### config.mk
export PLATFORM = sky130hd
export DESIGN_NAME = demux_1_to_2_buffered_flat
export DESIGN_NICKNAME = d
export VERILOG_FILES = /design/src/rtl/demux_1_to_2_buffered_pkg.sv /design/src/rtl/demux_1_to_2_buffered_if.sv /design/src/rtl/demux_1_to_2_buffered_fifo.sv /design/src/rtl/demux_1_to_2_buffered.sv /design/src/flat_wrapper.sv
export SDC_FILE = /design/constraint.sdc
export NUM_CORES = 1
export LEC_CHECK = 0
export ABC_AREA = 1
export CAP_MARGIN = 20
export CORE_ASPECT_RATIO = 1.5
export CORE_MARGIN = 2
export CORE_UTILIZATION = 51
export DETAILED_ROUTE_END_ITERATION = 6
export GPL_ROUTABILITY_DRIVEN = 0
export GPL_TIMING_DRIVEN = 1
export PLACE_DENSITY = 0.88
export SLEW_MARGIN = 20
export SYNTH_ARGS = -nofsm -noshare
export SYNTH_HDL_FRONTEND = slang
export SYNTH_SLANG_ARGS = --single-unit
### constraint.sdc
create_clock -name clk -period 3 [get_ports clk]
set_input_delay 0.45 -clock clk [delete_from_list [all_inputs] [get_ports clk]]
set_output_delay 0.45 -clock clk [all_outputs]
set_load 0.05 [all_outputs]
### src/rtl/demux_1_to_2_buffered_pkg.sv
// Shared definitions for the buffered 1-to-2 demux: route-select encodings and default sizing.
// CTRL encodings follow the existing 2-to-1 mux select convention.
package demux_1_to_2_buffered_pkg;

    localparam int DEF_BITWIDTH = 32;
    localparam int DEF_DEPTH    = 2;
    localparam int DEF_CNTW     = 2;

    typedef enum logic {
        SEL_OUT_1 = 1'b0,
        SEL_OUT_2 = 1'b1
    } sel_e;

endpackage

### src/rtl/demux_1_to_2_buffered_if.sv
// Stream bundle for the buffered demux: one steered input stream, two output streams, occupancies.
// The slave modport is the demux side; master is the issue/consumer side.
import demux_1_to_2_buffered_pkg::*;

interface demux_1_to_2_buffered_if #(
    parameter int BITWIDTH = DEF_BITWIDTH,
    parameter int CNTW     = DEF_CNTW
);
    logic [BITWIDTH-1:0] in_data;
    logic                in_valid;
    logic                CTRL;
    logic                in_ready;
    logic [BITWIDTH-1:0] out_1_data;
    logic                out_1_valid;
    logic                out_1_ready;
    logic [BITWIDTH-1:0] out_2_data;
    logic                out_2_valid;
    logic                out_2_ready;
    logic [CNTW-1:0]     count_1;
    logic [CNTW-1:0]     count_2;

    modport master (
        output in_data, in_valid, CTRL, out_1_ready, out_2_ready,
        input  in_ready, out_1_data, out_1_valid, out_2_data, out_2_valid, count_1, count_2
    );

    modport slave (
        input  in_data, in_valid, CTRL, out_1_ready, out_2_ready,
        output in_ready, out_1_data, out_1_valid, out_2_data, out_2_valid, count_1, count_2
    );

endinterface

### src/rtl/demux_1_to_2_buffered_fifo.sv
// Single-clock FIFO for one demux channel: head visible the cycle after push, zero when empty.
// Push is dropped when full; pop only on head_valid & pop_ready; flush/rst empty it in one cycle.
module demux_fifo #(
    parameter int BITWIDTH = 32,
    parameter int DEPTH    = 2,
    parameter int CNTW     = 2
) (
    input  logic                clk,
    input  logic                rst,
    input  logic                flush,
    input  logic                push,
    input  logic [BITWIDTH-1:0] push_data,
    input  logic                pop_ready,
    output logic [BITWIDTH-1:0] head_data,
    output logic                head_valid,
    output logic [CNTW-1:0]     count
);
    localparam int PTRW = (DEPTH > 1) ? $clog2(DEPTH) : 1;

    logic [BITWIDTH-1:0] mem [DEPTH];
    logic [PTRW-1:0]     wr_ptr;
    logic [PTRW-1:0]     rd_ptr;
    logic [CNTW-1:0]     cnt;
    logic                do_push;
    logic                do_pop;
    logic                clr;

    assign clr        = rst || flush;
    assign head_valid = (cnt != '0);
    assign do_pop     = head_valid && pop_ready && !clr;
    assign do_push    = push && (cnt != CNTW'(DEPTH)) && !clr;
    assign count      = cnt;
    // Head is masked while empty so stale or uninitialised storage never leaks out.
    assign head_data  = head_valid ? mem[rd_ptr] : '0;

    always_ff @(posedge clk) begin
        if (do_push) begin
            mem[wr_ptr] <= push_data;
        end
    end

    always_ff @(posedge clk) begin
        if (clr) begin
            wr_ptr <= '0;
            rd_ptr <= '0;
            cnt    <= '0;
        end else begin
            if (do_push) begin
                wr_ptr <= wr_ptr + 1'b1;
            end
            if (do_pop) begin
                rd_ptr <= rd_ptr + 1'b1;
            end
            case ({do_push, do_pop})
                2'b10:   cnt <= cnt + 1'b1;
                2'b01:   cnt <= cnt - 1'b1;
                default: cnt <= cnt;
            endcase
        end
    end

endmodule

### src/rtl/demux_1_to_2_buffered.sv
// Buffered 1-to-2 stream demux: CTRL steers each input word into a per-channel FIFO, 1-cycle latency.
// in_ready reflects only the selected FIFO's occupancy, never consumer ready; a stalled channel never blocks the other.
import demux_1_to_2_buffered_pkg::*;

module demux_1_to_2_buffered #(
    parameter int BITWIDTH = DEF_BITWIDTH,
    parameter int DEPTH    = DEF_DEPTH,
    parameter int CNTW     = DEF_CNTW
) (
    input  logic                     clk,
    input  logic                     rst,
    input  logic                     flush,
    demux_1_to_2_buffered_if.slave   bus
);
    logic full_1;
    logic full_2;
    logic sel_2;
    logic accept;
    logic push_1;
    logic push_2;

    assign full_1 = (bus.count_1 == CNTW'(DEPTH));
    assign full_2 = (bus.count_2 == CNTW'(DEPTH));
    assign sel_2  = (bus.CTRL == SEL_OUT_2);

    assign bus.in_ready = !rst && !flush && (sel_2 ? !full_2 : !full_1);

    // in_valid gates everything so an undriven CTRL/in_data while idle cannot cause a write.
    assign accept = bus.in_valid && bus.in_ready;
    assign push_1 = accept && !sel_2;
    assign push_2 = accept && sel_2;

    demux_fifo #(
        .BITWIDTH (BITWIDTH),
        .DEPTH    (DEPTH),
        .CNTW     (CNTW)
    ) u_fifo_1 (
        .clk        (clk),
        .rst        (rst),
        .flush      (flush),
        .push       (push_1),
        .push_data  (bus.in_data),
        .pop_ready  (bus.out_1_ready),
        .head_data  (bus.out_1_data),
        .head_valid (bus.out_1_valid),
        .count      (bus.count_1)
    );

    demux_fifo #(
        .BITWIDTH (BITWIDTH),
        .DEPTH    (DEPTH),
        .CNTW     (CNTW)
    ) u_fifo_2 (
        .clk        (clk),
        .rst        (rst),
        .flush      (flush),
        .push       (push_2),
        .push_data  (bus.in_data),
        .pop_ready  (bus.out_2_ready),
        .head_data  (bus.out_2_data),
        .head_valid (bus.out_2_valid),
        .count      (bus.count_2)
    );

endmodule

### src/flat_wrapper.sv
// flat-port wrapper written by rule: the top's interface ports become plain ports
module demux_1_to_2_buffered_flat 
#(
    parameter int BITWIDTH = DEF_BITWIDTH,
    parameter int DEPTH    = DEF_DEPTH,
    parameter int CNTW     = DEF_CNTW
)
  (clk, rst, flush, bus_in_data, bus_in_valid, bus_CTRL, bus_out_1_ready, bus_out_2_ready, bus_in_ready, bus_out_1_data, bus_out_1_valid, bus_out_2_data, bus_out_2_valid, bus_count_1, bus_count_2);
  demux_1_to_2_buffered_if #(.BITWIDTH(BITWIDTH), .CNTW(CNTW)) bus_i ();
  input  logic clk;
  input  logic rst;
  input  logic flush;
  input wire logic [$bits(bus_i.in_data)-1:0] bus_in_data;
  input wire logic [$bits(bus_i.in_valid)-1:0] bus_in_valid;
  input wire logic [$bits(bus_i.CTRL)-1:0] bus_CTRL;
  input wire logic [$bits(bus_i.out_1_ready)-1:0] bus_out_1_ready;
  input wire logic [$bits(bus_i.out_2_ready)-1:0] bus_out_2_ready;
  output wire logic [$bits(bus_i.in_ready)-1:0] bus_in_ready;
  output wire logic [$bits(bus_i.out_1_data)-1:0] bus_out_1_data;
  output wire logic [$bits(bus_i.out_1_valid)-1:0] bus_out_1_valid;
  output wire logic [$bits(bus_i.out_2_data)-1:0] bus_out_2_data;
  output wire logic [$bits(bus_i.out_2_valid)-1:0] bus_out_2_valid;
  output wire logic [$bits(bus_i.count_1)-1:0] bus_count_1;
  output wire logic [$bits(bus_i.count_2)-1:0] bus_count_2;
  assign bus_i.in_data = bus_in_data;
  assign bus_i.in_valid = bus_in_valid;
  assign bus_i.CTRL = bus_CTRL;
  assign bus_i.out_1_ready = bus_out_1_ready;
  assign bus_i.out_2_ready = bus_out_2_ready;
  assign bus_in_ready = bus_i.in_ready;
  assign bus_out_1_data = bus_i.out_1_data;
  assign bus_out_1_valid = bus_i.out_1_valid;
  assign bus_out_2_data = bus_i.out_2_data;
  assign bus_out_2_valid = bus_i.out_2_valid;
  assign bus_count_1 = bus_i.count_1;
  assign bus_count_2 = bus_i.count_2;
  demux_1_to_2_buffered #(.BITWIDTH(BITWIDTH), .DEPTH(DEPTH), .CNTW(CNTW)) u_core (.clk(clk), .rst(rst), .flush(flush), .bus(bus_i));
endmodule
==> flow_summary.toml <==
[run_status]
status = "finished clean"

[floorplanning]
start_util = 0.523
pin_count = 110
die_y_um = 129
core_area_mm2 = 0.0101
placementRows = 45
die-area_mm2 = 0.0112
die_w_um = 87.3

[setup_path]
worstSetupPathType = "flip-flop to output port"
rr_worst_depth = 6
cp-end-kind = "output port"
cp.arrival_ns = 2.40
slowest_delay_ns = 0.75
start_kind = "flip-flop"
reg2reg_slack_ns = 1.01
path_cells = "nor2_4 > inv_1 > clkdlybuf4s50_1"
r2r_end = "u_core.u_fifo_1.count[1]"
critPathSlowestCell = "clkdlybuf4s50_1"
cp_top_family = "buffers and inverters"
reg2reg_from = "u_core.u_fifo_1.count[1]"
critPathBufInv = 2
worst_ep_required_time_ns = 2.55
critical_path.max_fanout = 35

[routing]
vias = 3617
drtPass1Iterations = 5
via_per_inst = 5.48
antenna_left = 0
first_iter_violations = 296
post_drt_wl_per_cell_um = 18.2
drc = 0
routed_wl_mm = 12.0

[timing]
relSlewSlack = 0.439
hold_viol = 0
finClkSkew_ns = 0.00558
finalCritPeriodShare = 0.950
finalSetupTns_ns = 0
setup_violations = 0
worstMarginPinSlew_ns = 0.840
drv_slew = 0
rsz0062_at_grt = "no"
fmax_mhz = 351
fin_crit_ns = 2.85

[final_layout]
fill_cells = 700
utilization = 0.686
diodes = 0
nets = 571
syn2layout_area_growth_pct = 31.1
layout-drive-gt1-share = 0.212

[clocking]
holdBufCountCts = 0
cts_resized = 0
htreeDepth = 4
clk_latency_ns = 0.41
cts_setup_buffers = 0
clkSlewWorstSetupHoldPaths_ns = 0.06
clock-sinks = 138
ctsRootBufferMaster = "clkbuf_16"
cts_tree = "built"
max-clock-path-buffers = 2
cts_made_buffers = 17

[hold_path]
whs_path_depth = 2
worstHoldEndpoint = "u_core.u_fifo_2.rd_ptr"
hp-class = "flip-flop to flip-flop"
holdCritStartpoint = "u_core.u_fifo_2.rd_ptr"

[synth]
synth_top_area_frac = 0.725
syn_area_mm2 = 0.00530
synth_cell_type_count = 23
yosys.area.top_type = "edfxtp_1"
syn_avg_cell_area_um2 = 12.8
synthCells = 414
yosys_warnings = 0
synthesis.nets = 455
seq_area_frac_synth = 0.763
ys_seq_elements = 138
synth_area_leaders = "edfxtp_1, nand2_1, a21oi_1"

[global_route]
grt_pass1_vias = 3698
gr-usage-all-layers = 0.219
grt_max_degree = 36
grt_pass1_wl_mm = 18.1
overflow = 0
antenna_found_initial = 0

[power_and_ir_drop]
pwr-share-comb = 0.040
seqPwrFrac = 0.496
peakVddDrop_v = 0.000445
p_leak_uw = 0.00261
p_switching_uw = 871
clock_power_share = 0.464
cell_internal_pwr_uw = 3420
switching_share = 0.203
pwr_density_cell_mw_per_mm2 = 617

[job]
max-cap-violations = 0

[placement]
port_buffers = 109
dp_hpwl_mm = 7.72
[worst reg2reg max path, delay by kind of cell, from the launching register on]
kind | cells | cell delay [ns]
AOI/OAI and AO/OA | 1 | 0.09
DFF | 1 | 0.38
adders and majority gates | 1 | 0.34
and+or+nand+nor | 4 | 1.11
[Yosys cell counts]
master      n
inv_2       4
nand3_2     1
a21oi_1    73
inv_1      11
and3_1      1
nand4_2     1
edfxtp_1  128
nor2_1      7
o21ai_0     4
nor2_2      2
nand2_2     2
buf_4       6
nor3b_1     1
nand4_1     1
nor2_8      1
o21ai_1     1
nor3_1      4
nor2_4      1
buf_2      14
dfxtp_1    10
nand2_1   135
nand3_1     4
ha_1        2
[power by group through the flow]
| stage | Clock (uW) | Combinational (uW) | Sequential, uW |
|---|---|---|---|
| 2_1_floorplan | 0 | 66.6 | 2170 |
| 3_3_place_gp | 0 | 165 | 2170 |
| 3_5_place_dp | 0 | 172 | 2170 |
| 4_1_cts | 2010 | 173 | 2130 |
| 5_1_grt | 2090 | 182 | 2130 |
| 6_report | 1990 | 172 | 2130 |
[worst max-delay path by stage]
stage                                   from                        end  slack (ns)  depth (start not counted)
finish              u_core.u_fifo_1.count[1]            bus_out_1_valid        0.15                          3
global route        u_core.u_fifo_1.count[1]            bus_out_1_valid        0.03                          3
CTS                 u_core.u_fifo_1.count[1]            bus_out_1_valid        0.12                          3
detailed placement                     flush               bus_in_ready        0.37                          5
global placement                       flush               bus_in_ready        0.39                          5
floorplan           u_core.u_fifo_1.count[0]  u_core.u_fifo_1.mem[0][0]        0.06                          6
[logic make-up after synthesis]
logic type / after synthesis / synth area share
compound gates: 78 / 0.0736
fa+ha+maj: 2 / 0.00472
buf+inv: 35 / 0.0323
flops: 138 / 0.763
simple gates: 161 / 0.127
[flip-flops by register name, summed over array words and instances (netlist names), named ones only]
register and flops:
u_core.u_fifo_2.rd_ptr 1, u_core.u_fifo_2.wr_ptr 1, u_core.u_fifo_1.rd_ptr 1, u_core.u_fifo_1.count 2, u_core.u_fifo_2.mem 64, u_core.u_fifo_1.wr_ptr 1, u_core.u_fifo_2.count 2, u_core.u_fifo_1.mem 64
[placed cells by master, fill, tap and decap left out]
cell type        count
o21ai_0              4
a21oi_1             73
clkdlybuf4s50_1     45
nor2_4               3
nor2_1               6
ha_1                 2
nand2_1            135
clkbuf_1             1
nand4_2              1
edfxtp_1           128
buf_12               3
buf_4               69
nand3_1              4
nand3_2              1
inv_2                4
nor2_2               1
clkinv_1             1
dfxtp_1             10
clkbuf_16           17
clkinv_4             2
and3_1               1
nor3_1               4
inv_6                3
bufinv_16            2
nor3b_1              1
o21ai_1              1
inv_1               11
nand4_1              1
clkinvlp_4           4
nand2_2              2
nor2_8               1
clkinv_2             2
[layer usage]
metal	up-vias	global-route usage	routed length, um
met5	-	0	0
met4	0	0.0923	273
met3	16	0.0564	509
met2	116	0.402	6910
met1	1798	0.234	4300
li1	1687	-	-
[per-stage QoR]
step / std cells / setup WS, ns / hold slack (ns) / power (uW) / instance area, um^2
4_1_cts: 660 / 0.122 / 0.518 / 4310 / 6950
6_report: 660 / 0.150 / 0.526 / 4290 / 6950
3_5_place_dp: 628 / 0.372 / 0.478 / 2340 / 6370
2_1_floorplan: 414 / 0.0643 / 0.453 / 2240 / 5300
3_3_place_gp: 628 / 0.391 / 0.475 / 2330 / 6370
5_1_grt: 660 / 0.0346 / 0.546 / 4400 / 6950
[layout make-up]
cell class / instances / area, um^2 / area share
tap: 117 / 146 / 0.0211
clock buffer: 18 / 429 / 0.0617
timing repair buffer: 117 / 1030 / 0.148
clock inverter: 14 / 148 / 0.0212
sequential: 138 / 4040 / 0.582
multi-input combinational: 241 / 1100 / 0.158
inverter: 15 / 56.3 / 0.00810
Note: power is estimated with default switching activity, not from simulation.
